[src/rtl/blinky_pkg.sv]
// rtl/blinky_pkg.sv - shared mode encoding for the blinky DDR pattern generator
// Purpose: display-mode enum, mode count and the mode-step helper.
// Ports: none (package).
package blinky_pkg;

    typedef enum logic [1:0] {
        MODE_COUNT = 2'd0,
        MODE_SHIFT = 2'd1,
        MODE_PWM   = 2'd2,
        MODE_DDR   = 2'd3
    } mode_e;

    localparam int MODE_NR = 4;

    // Four modes fill the 2-bit encoding exactly, so the increment wraps DDR back to COUNT.
    function automatic mode_e next_mode(input mode_e m);
        logic [1:0] n;
        n = m + 2'd1;
        return mode_e'(n);
    endfunction

endpackage

[src/rtl/key_debounce.sv]
// rtl/key_debounce.sv - key synchroniser, debouncer and press-pulse generator
// Purpose: turns a raw asynchronous button into a single-cycle press pulse.
// Ports:
//   clk     in  system clock
//   rst_i   in  synchronous reset, active-low
//   key_i   in  raw button level, asynchronous to clk
//   press_o out one-cycle pulse on each debounced press
module key_debounce #(
    parameter int DEB_W   = 16,
    parameter bit INV_BTN = 1'b1
) (
    input  logic clk,
    input  logic rst_i,
    input  logic key_i,
    output logic press_o
);

    logic             sync1_q, sync1_d;
    logic             sync2_q, sync2_d;
    logic [1:0]       vld_q, vld_d;
    logic             armed_q, armed_d;
    logic [DEB_W-1:0] cnt_q, cnt_d;
    logic             deb_q, deb_d;
    logic             press_q, press_d;

    always_comb begin
        sync1_d = key_i ^ INV_BTN;
        sync2_d = sync1_q;
        // vld_q[1] marks that sync2_q holds a real post-reset sample of the pin.
        vld_d   = {vld_q[0], 1'b1};
        // Presses are only honoured once the key has been seen released after reset,
        // so a key held through reset cannot fire until it is let go and pressed again.
        armed_d = armed_q | (vld_q[1] & ~sync2_q);
        cnt_d   = '0;
        deb_d   = deb_q;
        if (sync2_q != deb_q) begin
            if (&cnt_q) begin
                deb_d = sync2_q;
            end else begin
                cnt_d = cnt_q + 1'b1;
            end
        end
        press_d = armed_q & deb_d & ~deb_q;
    end

    always_ff @(posedge clk) begin
        if (!rst_i) begin
            sync1_q <= 1'b0;
            sync2_q <= 1'b0;
            vld_q   <= 2'b00;
            armed_q <= 1'b0;
            cnt_q   <= '0;
            deb_q   <= 1'b0;
            press_q <= 1'b0;
        end else begin
            sync1_q <= sync1_d;
            sync2_q <= sync2_d;
            vld_q   <= vld_d;
            armed_q <= armed_d;
            cnt_q   <= cnt_d;
            deb_q   <= deb_d;
            press_q <= press_d;
        end
    end

    assign press_o = press_q;

endmodule

[src/rtl/blinky_ddr_gen.sv]
// rtl/blinky_ddr_gen.sv - multi-channel LED pattern generator with ODDR D0/D1 outputs
// Purpose: free-running counter drives four key-selectable LED patterns.
// Ports:
//   clk      in  system clock
//   rst_i    in  synchronous reset, active-low
//   key_i    in  raw mode-step button
//   run_i    in  1 = counter advances, 0 = patterns freeze
//   led_o    out direct LED levels
//   ddr_d0_o out ODDR D0 per channel
//   ddr_d1_o out ODDR D1 per channel
//   mode_o   out current display mode
module blinky_ddr_gen
    import blinky_pkg::*;
#(
    parameter int LEDS_NR = 6,
    parameter int CTR_W   = 25,
    parameter int TICK_W  = 20,
    parameter int PWM_W   = 8,
    parameter int DEB_W   = 16,
    parameter bit INV_BTN = 1'b1,
    parameter bit INV_LED = 1'b1
) (
    input  logic               clk,
    input  logic               rst_i,
    input  logic               key_i,
    input  logic               run_i,
    output logic [LEDS_NR-1:0] led_o,
    output logic [LEDS_NR-1:0] ddr_d0_o,
    output logic [LEDS_NR-1:0] ddr_d1_o,
    output logic [1:0]         mode_o
);

    localparam logic [LEDS_NR-1:0] OUT_OFF  = {LEDS_NR{INV_LED}};
    localparam logic [LEDS_NR-1:0] SHIFT_RST = {{(LEDS_NR-1){1'b0}}, 1'b1};

    logic               press;
    logic [CTR_W-1:0]   ctr_q, ctr_d;
    mode_e              mode_q, mode_d;
    logic [LEDS_NR-1:0] shift_q, shift_d;
    logic [LEDS_NR-1:0] led_q, led_d;
    logic [LEDS_NR-1:0] d0_q, d0_d;
    logic [LEDS_NR-1:0] d1_q, d1_d;
    logic [LEDS_NR-1:0] lvl;
    logic               tick;
    logic [PWM_W:0]     tri_v;
    logic [PWM_W-1:0]   duty;

    key_debounce #(
        .DEB_W  (DEB_W),
        .INV_BTN(INV_BTN)
    ) u_key (
        .clk    (clk),
        .rst_i  (rst_i),
        .key_i  (key_i),
        .press_o(press)
    );

    always_comb begin
        ctr_d  = run_i ? ctr_q + 1'b1 : ctr_q;
        tick   = run_i & (&ctr_q[TICK_W-1:0]);
        mode_d = press ? next_mode(mode_q) : mode_q;

        // Reload on SHIFT entry takes priority over a coincident tick.
        shift_d = shift_q;
        if (press && (mode_d == MODE_SHIFT)) begin
            shift_d = SHIFT_RST;
        end else if (tick) begin
            shift_d = {shift_q[LEDS_NR-2:0], shift_q[LEDS_NR-1]};
        end

        // Triangle duty: ramp up on the first half of the PWM_W+1 bit window, down on the second.
        // The size cast reads bits above the counter as zero when the window overruns CTR_W.
        tri_v = (PWM_W+1)'(ctr_q >> TICK_W);
        duty  = tri_v[PWM_W] ? ~tri_v[PWM_W-1:0] : tri_v[PWM_W-1:0];

        lvl = '0;
        case (mode_q)
            MODE_COUNT: begin
                for (int i = 0; i < LEDS_NR; i++) begin
                    lvl[i] = ctr_q[CTR_W-LEDS_NR+i];
                end
            end
            MODE_SHIFT: lvl = shift_q;
            MODE_PWM:   lvl = {LEDS_NR{ctr_q[PWM_W-1:0] < duty}};
            MODE_DDR: begin
                for (int i = 0; i < LEDS_NR; i++) begin
                    lvl[i] = ctr_q[CTR_W-1-i];
                end
            end
            default: lvl = '0;
        endcase

        led_d = lvl ^ OUT_OFF;
        d1_d  = led_d;
        // In DDR mode D0 is held off so the pin toggles at clk rate whenever lvl is high.
        d0_d  = (mode_q == MODE_DDR) ? OUT_OFF : led_d;
    end

    always_ff @(posedge clk) begin
        if (!rst_i) begin
            ctr_q   <= '0;
            mode_q  <= MODE_COUNT;
            shift_q <= SHIFT_RST;
            led_q   <= OUT_OFF;
            d0_q    <= OUT_OFF;
            d1_q    <= OUT_OFF;
        end else begin
            ctr_q   <= ctr_d;
            mode_q  <= mode_d;
            shift_q <= shift_d;
            led_q   <= led_d;
            d0_q    <= d0_d;
            d1_q    <= d1_d;
        end
    end

    assign led_o    = led_q;
    assign ddr_d0_o = d0_q;
    assign ddr_d1_o = d1_q;
    assign mode_o   = mode_q;

endmodule
[config.mk]
export PLATFORM = sky130hd
export DESIGN_NAME = blinky_ddr_gen
export DESIGN_NICKNAME = d
export VERILOG_FILES = /design/src/rtl/blinky_pkg.sv /design/src/rtl/key_debounce.sv /design/src/rtl/blinky_ddr_gen.sv
export SDC_FILE = /design/constraint.sdc
export NUM_CORES = 1
export LEC_CHECK = 0
export ABC_CLOCK_PERIOD_IN_PS = 2400
export BUFFER_PORTS_ARGS = -buffer_cell sky130_fd_sc_hd__buf_2
export CAP_MARGIN = 20
export CORE_ASPECT_RATIO = 1.75
export CORE_MARGIN = 5
export CORE_UTILIZATION = 46
export CTS_CLUSTER_DIAMETER = 30
export CTS_CLUSTER_SIZE = 10
export DETAILED_ROUTE_END_ITERATION = 8
export PLACE_DENSITY = 0.66
export SLEW_MARGIN = 30
export SYNTH_ARGS = -nofsm -noshare
export SYNTH_HDL_FRONTEND = slang
export SYNTH_SLANG_ARGS = --single-unit
export TNS_END_PERCENT = 1
[constraint.sdc]
create_clock -name clk -period 2.4 [get_ports clk]
set_input_delay 0.36 -clock clk [delete_from_list [all_inputs] [get_ports clk]]
set_output_delay 0.36 -clock clk [all_outputs]
set_load 0.05 [all_outputs]
==> flow_summary.ini, run 1 <==
[timing]
post-route-min-period_ps = 2010
setup_viol = 0
skew_ps = 6.46
rsz0062_at_grt = no
relSlewSlack_pct = 61.9
worst_pin_slew_ps = 566
fmax_mhz = 497
maxSlewViolCount = 0
finalHoldViolCount = 0
finalSetupTns_ps = 0
fin_crit_sh_pct = 83.9

[route]
vias = 2479
drt-initial-drc-count = 62
routed_via_density = 5.46
wirelength_mm = 6.33
drt-pass1-iter-count = 4
ant_nets = 0
drcViolationCount = 0
routedWlPerCell_um = 13.9

[cts]
clockBufferDepth = 2
cts_resized = 0
cts_buffers = 9
cts_tree = built
cts-hold-fix-buffers = 0
htreeDepth = 3
postCtsSetupRepairBufs = 0
clk_latency_ps = 330
root_buffer = clkbuf_16
cts.sinks = 68
path_clk_slew_ps = 50

[placement]
io_buffers = 23
dp_hpwl_mm = 4.57
numPlacedInstances = 438
place.gp.congestion = 0.806

[critical_path]
cp.buffers_inverters = 0
cp_data_arrival_time_ps = 2210
crit_path_start_kind = register
max_stage_delay_ps = 540
crit_path_top_delay_cell = or4_1
path_class = register to register
crit_path_end_kind = register
crit_fanout = 13
cpLargestDelayFamily = simple AND/OR/NAND/NOR gates
worstPathCellList = ha_1 > nand2_1 > or4_1 > o21ai_2 > nor2_1
critical_path_required_ps = 2600

[layout]
drive_above_1_share_pct = 12.4
fin_cells = 454
multi_input_area_sq_um = 1560
syn_to_final_growth_pct = 14.1
ff_latch_area_sq_um = 1360
num-fill-cells = 612
nets = 381
antennaDiodeCount = 0

[grt]
antenna_found_initial = 0
grt_max_degree = 34
grt_pass1_vias = 2389
grt_use_total_pct = 15.5
grt_pass1_wl_mm = 10.5
overflow = 0

[logic_synthesis]
synth.yosys.seq_area_share_pct = 44.2
synth_cell_types = 38
ys_seq_elements = 68
postSynthCellCount = 351
syn_area_sq_um = 3080
postSynthAreaPerCell_sq_um = 8.77
yosysWarnings = 0
synth.net_count = 365

[die]
io_pins = 24
fp.dieW_um = 71.8
core_area_sq_um = 6540
num_rows = 39
start_util_pct = 47.1
die_h_um = 118
die-area_sq_um = 8490

[hold_path]
hold_path_class = input pin to register

[power_and_ir_drop]
p_per_area_nw_per_um2 = 712
leakage_nw = 1.21
vdd_ir_drop_max_mv = 0.635

[job]
drv_cap = 0

[outcome]
status = complete, no violations
## report_power, final
part / total, mW / internal (mW) / switching, mW / leakage, nW
sequential: 1.14 / 1.14 / 0.00690 / 0.550
clock: 1.31 / 0.829 / 0.476 / 0.144
combinational: 0.0501 / 0.0172 / 0.0330 / 0.519
total: 2.50 / 1.98 / 0.516 / 1.21
## layer usage
metal | track usage, % | up-vias | wire length (um)
met5 | 0 | - | 0
met4 | 6.59 | 0 | 97
met3 | 5.01 | 8 | 224
met2 | 28.5 | 30 | 3480
met1 | 15.5 | 1160 | 2530
li1 | - | 1281 | -
## per-stage QoR
stage	utilization, %	cell area (sq um)	setup WS [ps]	power [mW]	hold slack [ps]
detailed placement	49.1	3210	359	1.22	424
finish	53.7	3510	387	2.50	178
global placement	49.1	3210	420	1.22	422
CTS	53.7	3510	353	2.53	166
floorplan	-	3080	433	1.20	388
global route	53.7	3510	167	2.59	164
## cell usage in the layout (no fill, tap or decap), drive strengths merged, types with 2 or more instances in the layout
cell and n:
a21oi 28, a221o 6, a31oi 2, and2 5, and4 7, buf 25
clkbuf 10, clkinv 4, clkinvlp 2, dfxtp 68, ha 10, inv 13
mux2i 7, nand2 30, nand2b 2, nand3 16, nand4 12, nand4b 2
nor2 32, nor3 6, nor4 4, o21ai 24, o31ai 9, or3 4
or4 10, xnor2 12, xor2 13
## synth_stat cells
library cell | instances | area, sq um
inv_1 | 13 | 48.8
dfxtp_1 | 68 | 1360
nor3_2 | 1 | 10.0
nor3_1 | 5 | 25.0
and4b_1 | 1 | 10.0
o41ai_1 | 1 | 8.76
o31ai_1 | 9 | 67.6
nand2b_1 | 2 | 12.5
ha_1 | 10 | 125
a21oi_1 | 28 | 140
buf_4 | 6 | 45.0
a221o_1 | 6 | 60.1
mux2i_1 | 7 | 70.1
nand2_1 | 30 | 113
and3_1 | 1 | 6.26
o21ai_2 | 1 | 8.76
o21a_1 | 1 | 7.51
or4_1 | 10 | 75.1
xor2_1 | 13 | 114
buf_2 | 4 | 20.0
nand4b_1 | 2 | 17.5
a211o_1 | 1 | 8.76
nand4_1 | 12 | 75.1
nor4_1 | 4 | 25.0
and4_1 | 7 | 61.3
clkbuf_1 | 10 | 37.5
o21ai_0 | 23 | 115
nand3b_1 | 1 | 7.51
o211ai_1 | 1 | 7.51
clkinv_1 | 1 | 3.75
nand3_2 | 2 | 20.0
nand3_1 | 14 | 70.1
or3_1 | 4 | 25.0
xnor2_1 | 12 | 105
nor2_1 | 32 | 120
and2_1 | 5 | 31.3
or2_2 | 1 | 6.26
a31oi_1 | 2 | 12.5
## cell type report
class	instances	share of cell area (%)
sequential	68	38.8
inverter	14	1.50
clock buffer	10	6.81
clock inverter	6	1.82
tap	82	2.92
timing repair buffer	25	3.71
multi-input combinational	249	44.5
## cell families (layout without fill, tap and decap cells)
group           after synthesis  count (layout)  synth area share (%)
compound gates               73              73                  14.2
mux                           7               7                  2.28
xor+xnor                     25              25                  7.11
buf+inv                      34              55                  5.04
flops                        68              68                  44.2
fa+ha+maj                    10              10                  4.07
simple gates                134             134                  23.1
## sequential cells by signal, summed over array words and instances (netlist names)
name / flops
u_key.deb_q: 1
ctr_q: 25
ddr_d1_o: 6
u_key.sync1_q: 1
mode_o: 2
shift_q: 6
ddr_d0_o: 6
u_key.cnt_q: 16
u_key.vld_q: 2
u_key.armed_q: 1
u_key.press_o: 1
u_key.sync2_q: 1
## path summary, 6_finish.rpt
check / slack [ps] / cells past startpoint / end / startpoint
setup / recovery: 390 / 5 / u_key.cnt_q[4]$_SDFF_PP0_ / u_key.cnt_q[0]$_SDFF_PP0_
hold / removal: 180 / 2 / u_key.sync1_q$_SDFF_PN0_ / key_i
setup reg to reg: 390 / 5 / u_key.cnt_q[4]$_SDFF_PP0_ / u_key.cnt_q[0]$_SDFF_PP0_
hold reg to reg: 430 / 1 / u_key.sync2_q$_SDFF_PN0_ / u_key.sync1_q$_SDFF_PN0_
No activity file was read; power rests on OpenSTA's default activity.
==> run 2: changes to the inputs <==
ABC_CLOCK_PERIOD_IN_PS = 1800   (was 2400)
PLACE_DENSITY = 0.68   (was 0.66)
clock period = 1.8 ns   (was 2.4 ns; I/O delays follow)
==> run 2 against run 1 <==
  * Flip-flop and latch count is the same
  * Design area up 8.8%
  * Critical path type unchanged
  * Setup slack got worse by 290 ps
  * Combinational power grew 55%
  * First-iteration DRC count rose to 3.1 times the previous value
  * Wire length grew 6.3%
  * Critical endpoint is now ddr_d1_o[5]$_SDFF_PN1_
  * Register-to-register slack got worse by 290 ps
==> flow_summary.ini, run 2 (same netlist as run 1, synthesis figures left out) <==
[outcome]
status = complete, no violations

[cts]
root_buffer = clkbuf_16
clk_latency_ps = 330
cts.sinks = 68
cts_tree = built
path_clk_slew_ps = 60
htreeDepth = 3
cts_buffers = 9
clockBufferDepth = 2
cts-hold-fix-buffers = 0

[power_and_ir_drop]
vdd_ir_drop_max_mv = 0.621
leakage_nw = 1.41
design_power_total_mw = 3.41
p_per_area_nw_per_um2 = 892

[layout]
final_common_cell = dfxtp_1
regMostFlops = ctr_q
drive_above_1_share_pct = 21.1
syn_to_final_growth_pct = 24.1
largest_reg_flops = 25
final_cell_mix = dfxtp_1 (66), buf_4 (35), nor2_1 (32), nand2_1 (30), a21oi_1 (28)
antennaDiodeCount = 0
largestRegisters = ctr_q x25, u_key.cnt_q x16
nets = 416
design_area_sq_um = 3820

[critical_path]
crit_path_start_kind = register
r2r_start = ctr_q[24]$_SDFFE_PN0P_
cpMostUsedCell = buf_4
worstPathCellList = inv_1 > ha_1 > nor4_1 > buf_4 > nand3_1 > buf_4 > a21oi_1 > o21ai_0
cpLargestDelayFamily = buffers and inverters
r2r_cells = 8
crit_fanout = 12
rr_endpoint = ddr_d1_o[5]$_SDFF_PN1_
max_stage_delay_ps = 340
cp.buffers_inverters = 3
crit_path_top_delay_cell = nor4_1
crit_path_end_kind = register
r2r_setup_slack_ps = 90
critical_path_required_ps = 2010
cp_data_arrival_time_ps = 1910
path_class = register to register

[route]
ant_nets = 0
met3_length_um = 279
top_layer_used = met4
met1_length_mm = 2.60
vias = 2680
wl_met2_mm = 3.63
drt-initial-drc-count = 194
routed_via_density = 5.48
routedWlPerCell_um = 13.8
wirelength_mm = 6.73
drcViolationCount = 0
drt-pass1-iter-count = 4

[die]
die-area_sq_um = 8490
fp.dieW_um = 71.8
num_rows = 39
die_h_um = 118
io_pins = 24
start_util_pct = 47.1
core_area_sq_um = 6540

[timing]
fmax_mhz = 586
worst_pin_slew_ps = 441
skew_ps = 7.39
post-route-min-period_ps = 1710
relSlewSlack_pct = 70.3
postLayoutSetupSlackWorst_ps = 92.3
finalHoldViolCount = 0
setup_viol = 0
maxSlewViolCount = 0
fin_crit_sh_pct = 94.9

[placement]
pre_cts_slack_ps = 100
dp_hpwl_mm = 4.90
io_buffers = 23
place.gp.congestion = 0.848
postPlaceCellArea_sq_um = 3500

[hold_path]
min_to = u_key.sync1_q$_SDFF_PN0_
hold_depth = 2
min_from = key_i
hold_path_class = input pin to register

[grt]
grt_pass1_vias = 2613
overflow = 0
antenna_found_initial = 0
grt_use_total_pct = 16.9
grt_pass1_wl_mm = 11.3
grt_max_degree = 26

[job]
drv_cap = 0
run 2: worst max path at each step:
stage / from / endpoint / slack (ps) / cells past startpoint
after floorplan: u_key.cnt_q[0]$_SDFF_PP0_ / u_key.cnt_q[10]$_SDFF_PP0_ / 50 / 7
after global placement: u_key.cnt_q[8]$_SDFF_PP0_ / u_key.deb_q$_SDFF_PN0_ / 150 / 4
after detailed placement: ctr_q[0]$_SDFFE_PN0P_ / ctr_q[16]$_SDFFE_PN0P_ / 100 / 5
after CTS: ctr_q[0]$_SDFFE_PN0P_ / ctr_q[16]$_SDFFE_PN0P_ / 90 / 5
after global routing: ctr_q[0]$_SDFFE_PN0P_ / ctr_q[18]$_SDFFE_PN0P_ / -2 / 6
final: ctr_q[24]$_SDFFE_PN0P_ / ddr_d1_o[5]$_SDFF_PN1_ / 90 / 8
run 2: final cells by class:
type,count,area [sq um]
Fill cell,591,2720
Clock inverter,5,60.1
Clock buffer,11,253
Sequential cell,68,1360
Timing Repair Buffer,60,418
Tap cell,82,103
Multi-Input combinational cell,249,1570
Inverter,14,52.6
run 2: through the flow:
step / util [%] / TNS (ps) / cells / hold slack, ps
3_3_place_gp: 53.5 / 0 / 473 / 416
3_5_place_dp: 53.5 / 0 / 473 / 423
4_1_cts: 58.3 / 0 / 489 / 75.0
2_1_floorplan: - / 0 / 351 / 298
5_1_grt: 58.4 / -1.58 / 489 / 75.6
6_report: 58.4 / 0 / 489 / 84.9
run 2: per-layer routing:
layer	global-route usage, %	up-vias
li1	-	1352
met1	17.2	1256
met2	29.9	55
met3	4.33	17
met4	10.2	0
met5	0	-
run 2: report_power, final:
| group | internal [mW] | switching (mW) |
|---|---|---|
| logic | 0.0313 | 0.0462 |
| clock network | 1.15 | 0.657 |
| registers | 1.52 | 0.00796 |
run 2: what timing repair did:
item / in CTS / in global routing
resized for setup: 0 / 3
endpoints found under the hold margin: 0 / 0
setup buffers: 0 / 0
setup endpoints to repair: 0 / 5
